File: src/rtl/serial_subtractor.sv
// Bit-serial unsigned subtractor: D = A - B, one bit per clock, LSB first, start/busy/done handshake.
// Optional signed-overflow output V is enabled by defining SUB_OVERFLOW_EN.
module serial_subtractor #(
  parameter int WIDTH = 4
) (
  input  logic             clk,
  input  logic             rst_n,
  input  logic             start,
  input  logic [WIDTH-1:0] A,
  input  logic [WIDTH-1:0] B,
  output logic [WIDTH-1:0] D,
  output logic             Bout,
  output logic             busy,
  output logic             done
`ifdef SUB_OVERFLOW_EN
  ,
  output logic             V
`endif
);

  localparam int CW = $clog2(WIDTH + 1);

  typedef enum logic [1:0] {IDLE, RUN, DONE} state_t;

  state_t           state, state_n;
  logic [WIDTH-1:0] sa, sb, res, res_n;
  logic [CW-1:0]    cnt;
  logic             br, br_n, diff, bit_a, bit_b;
  logic             accept, last;
`ifdef SUB_OVERFLOW_EN
  logic             am, bm;
`endif

  // one full-subtractor step per RUN cycle; accept also fires in DONE for back-to-back ops
  always_comb begin
    state_n = state;
    bit_a   = sa[0];
    bit_b   = sb[0];
    diff    = bit_a ^ bit_b ^ br;
    br_n    = (~bit_a & bit_b) | (~(bit_a ^ bit_b) & br);
    res_n   = {diff, res[WIDTH-1:1]};
    accept  = start && (state != RUN);
    last    = (state == RUN) && (cnt == CW'(WIDTH - 1));
    unique case (state)
      IDLE:    state_n = accept ? RUN : IDLE;
      RUN:     state_n = last ? DONE : RUN;
      DONE:    state_n = accept ? RUN : IDLE;
      default: state_n = IDLE;
    endcase
  end

  always_ff @(posedge clk or negedge rst_n) begin
    if (!rst_n) begin
      state <= IDLE;
      sa    <= '0;
      sb    <= '0;
      res   <= '0;
      cnt   <= '0;
      br    <= 1'b0;
      D     <= '0;
      Bout  <= 1'b0;
      busy  <= 1'b0;
      done  <= 1'b0;
`ifdef SUB_OVERFLOW_EN
      am    <= 1'b0;
      bm    <= 1'b0;
      V     <= 1'b0;
`endif
    end else begin
      state <= state_n;
      done  <= 1'b0;
      if (accept) begin
        sa   <= A;
        sb   <= B;
        res  <= '0;
        cnt  <= '0;
        br   <= 1'b0;
        busy <= 1'b1;
`ifdef SUB_OVERFLOW_EN
        am   <= A[WIDTH-1];
        bm   <= B[WIDTH-1];
`endif
      end else if (state == RUN) begin
        sa  <= sa >> 1;
        sb  <= sb >> 1;
        res <= res_n;
        br  <= br_n;
        cnt <= cnt + CW'(1);
        // outputs only move on the completion edge, never showing partial bits
        if (last) begin
          D    <= res_n;
          Bout <= br_n;
          done <= 1'b1;
          busy <= 1'b0;
`ifdef SUB_OVERFLOW_EN
          V    <= (am != bm) && (res_n[WIDTH-1] != am);
`endif
        end
      end
    end
  end

endmodule

File: config.mk
export PLATFORM = sky130hd
export DESIGN_NAME = serial_subtractor
export DESIGN_NICKNAME = d
export VERILOG_FILES = /design/src/rtl/serial_subtractor.sv
export SDC_FILE = /design/constraint.sdc
export NUM_CORES = 1
export LEC_CHECK = 0
export CAP_MARGIN = 20
export CORE_MARGIN = 1
export CORE_UTILIZATION = 55
export CTS_BUF_LIST = sky130_fd_sc_hd__clkbuf_8 sky130_fd_sc_hd__clkbuf_16
export CTS_CLUSTER_SIZE = 30
export DETAILED_ROUTE_END_ITERATION = 7
export PLACE_DENSITY_LB_ADDON = 0.05
export RECOVER_POWER = 50
export SLEW_MARGIN = 20
export SYNTH_ARGS = -nofsm -noshare
export SYNTH_HDL_FRONTEND = slang
export SYNTH_SLANG_ARGS = --single-unit
File: constraint.sdc
create_clock -name clk -period 3.7 [get_ports clk]
set_clock_uncertainty 0.1 [all_clocks]
set_input_delay 0.37 -clock clk [delete_from_list [all_inputs] [get_ports clk]]
set_output_delay 0.37 -clock clk [all_outputs]
set_load 0.05 [all_outputs]
==> results.py <==
metrics = {
    "status": {
        "status": "finished clean",
    },
    "timing": {
        "fin_crit_sh_pct": 52.8,
        "hold_violations": 0,
        "max_slew_margin_pct": 17.9,
        "setup_tns_ns": 0,
        "tightest_slew_ns": 1.23,
        "fmax_mhz": 512,
        "holdWs_ns": 0.253,
        "rsz0062_at_grt": "false",
        "min_period_ns": 1.95,
        "fin_ws_ns": 1.75,
        "setup_viol": 0,
        "slew_viol_final": 0,
    },
    "route": {
        "drtAntennaViolNets": 0,
        "first_pass_iters": 2,
        "route.detailed.drc": 0,
        "wl_per_cell_um": 12.9,
        "via_count": 611,
        "routed_wirelength_mm": 1.56,
        "viasPerCell": 5.05,
        "drt_first_iter_violations": 1,
    },
    "clocking": {
        "cts_tree": "done",
        "numCtsBuffers": 3,
        "cts_root_buf": "clkbuf_8",
        "clock_sinks": 24,
        "postCtsSetupRepairBufs": 0,
        "cts_max_level": 1,
        "cts_buffer_depth": 2,
        "clock_latency_ns": 0.26,
        "post_cts_resized": 0,
        "path_clk_slew_ns": 0.08,
        "postCtsHoldBufs": 0,
    },
    "floorplanning": {
        "fp.dieH_um": 46.9,
        "core_um2": 1800,
        "io_pins": 18,
        "rows": 15,
        "die_width_um": 46.9,
        "die_area_um2": 2200,
        "initial_utilization_pct": 61.5,
    },
    "synth": {
        "synth_commonest_cells": "24 x dfrtp_1, 14 x mux2_2, 7 x inv_1",
        "synthMuxAreaShare_pct": 27.8,
        "yosys_warnings": 0,
        "synth_top_area_share_pct": 54.2,
        "synth_area_per_cell_um2": 13.8,
        "ys_async_sr_fraction_pct": 100,
        "synth_top_family_by_area": "multiplexers",
        "yosys.area_share.simple_pct": 7.34,
        "synth_edf_count": 0,
        "synth_flop_cell": "dfrtp_1",
        "synthesis.nets": 94,
        "synth_adder_area_share_pct": 4.07,
        "ys_seq_area_share_pct": 54.2,
        "yosysUniqueCellTypes": 16,
        "synthXorXnorAreaFrac_pct": 0,
        "synth_compound_area_share_pct": 1.02,
        "synth.area.top_cells": "dfrtp_1 54%, mux2_2 14%, mux2_4 8.1%",
        "post-synth-top-count-cell": "dfrtp_1",
        "synthCells": 80,
        "synth_top_area_cell": "dfrtp_1",
        "syn_area_um2": 1110,
        "ys_ff_latch": 24,
    },
    "global_route": {
        "antenna_found_initial": 0,
        "grt_pass1_vias": 578,
        "grt_util_all_layers_pct": 16.8,
        "grt_start_max_net_pins": 25,
        "grt_pass1_wl_mm": 2.50,
        "grt_overflow": 0,
    },
    "final_layout": {
        "final_area_um2": 1310,
        "layout.nets": 112,
        "syn_to_final_growth_pct": 18.2,
        "utilization_pct": 72.6,
        "drive_above_1_share_pct": 24.0,
        "stdcell_count": 121,
        "antenna_cells": 0,
    },
    "placed_design": {
        "post-place-ws_ns": 1.55,
        "dpl.hpwl_mm": 1.10,
        "place_inst": 118,
        "io_buffers": 17,
        "dpl_cell_area_um2": 1270,
        "gp_congestion": 0.655,
    },
    "critical_path": {
        "arrival_ns": 2.00,
        "path_class": "primary input to flop",
        "crit_chain": "dlygate4sd3_1, mux2_2, mux2_4",
        "max_stage_delay_ns": 0.96,
        "crit_fanout": 17,
        "end_kind": "flop",
        "crit_required_ns": 3.75,
        "slowest_stage": "dlygate4sd3_1",
        "startpoint_type": "primary input",
    },
    "power": {
        "ir_worst_vdd_uv": 710,
        "powerDensity_nw_per_um2": 863,
        "leakage_nw": 0.630,
        "power_mw": 1.13,
    },
    "min_path": {
        "hp-class": "primary input to async pin",
    },
    "job": {
        "maxCapViolations": 0,
    },
}
cells in the final DEF, fill, tap and decap left out, types with 3 or more instances in the layout:
cell / n
dfrtp_1: 24
clkdlybuf4s50_1: 15
mux2_2: 14
inv_1: 7
mux2_4: 6
mux2i_1: 6
nand2b_1: 5
nor2b_1: 5
nor2_1: 3
clkbuf_8: 3
kinds of logic after synthesis:
logic type      Yosys count
fa+ha+maj                 3
simple gates             14
compound gates            2
buf+inv                  11
flops                    24
mux                      26
layer usage:
metal  up-vias  global-route usage (%)  part of all wire (%)
li1        299                       -                     -
met1       299                    23.1                    48
met2        11                    25.3                    47
met3         2                    3.46                   3.8
met4         0                    8.57                  0.64
met5         -                       0                     0
state kept, by name, summed over array words and instances (netlist names):
name / cells
done: 1
sa: 4
cnt: 3
res: 3
sb: 4
D: 4
state: 2
busy: 1
Bout: 1
br: 1
worst paths after layout:
kind | slack [ns] | cells past startpoint | endpoint | start
max | 1.75 | 3 | sb[2]$_DFFE_PN0P_ | start
min | 0.25 | 1 | sa[0]$_DFFE_PN0P_ | rst_n
max reg2reg | 2.00 | 4 | D[1]$_DFFE_PN0P_ | cnt[0]$_DFFE_PN0P_
min reg2reg | 0.40 | 1 | cnt[0]$_DFFE_PN0P_ | cnt[0]$_DFFE_PN0P_
max in group asynchronous | 2.52 | 1 | busy$_DFFE_PN0P_ | rst_n
min in group clk | 0.40 | 1 | cnt[0]$_DFFE_PN0P_ | cnt[0]$_DFFE_PN0P_
power by group:
part / leakage [nW] / internal [mW] / switching, mW / total (mW)
logic: 0.306 / 0.268 / 0.276 / 0.544
clock network: 0.0216 / 0.0725 / 0.0732 / 0.146
registers: 0.302 / 0.378 / 0.0625 / 0.440
worst max-delay path, delay by kind of cell:
family                 cells  cell delay (ns)
buffers and inverters      1             0.96
muxes                      2             0.66
cell type report:
cell class                      instances  area (um2)
Clock buffer                            3        41.3
Multi-Input combinational cell         45         445
Inverter                                7        26.3
Sequential cell                        24         601
Fill cell                             143         493
Tap cell                               25        31.3
Timing Repair Buffer                   17         164
Note: power is estimated with default switching activity, not from simulation.
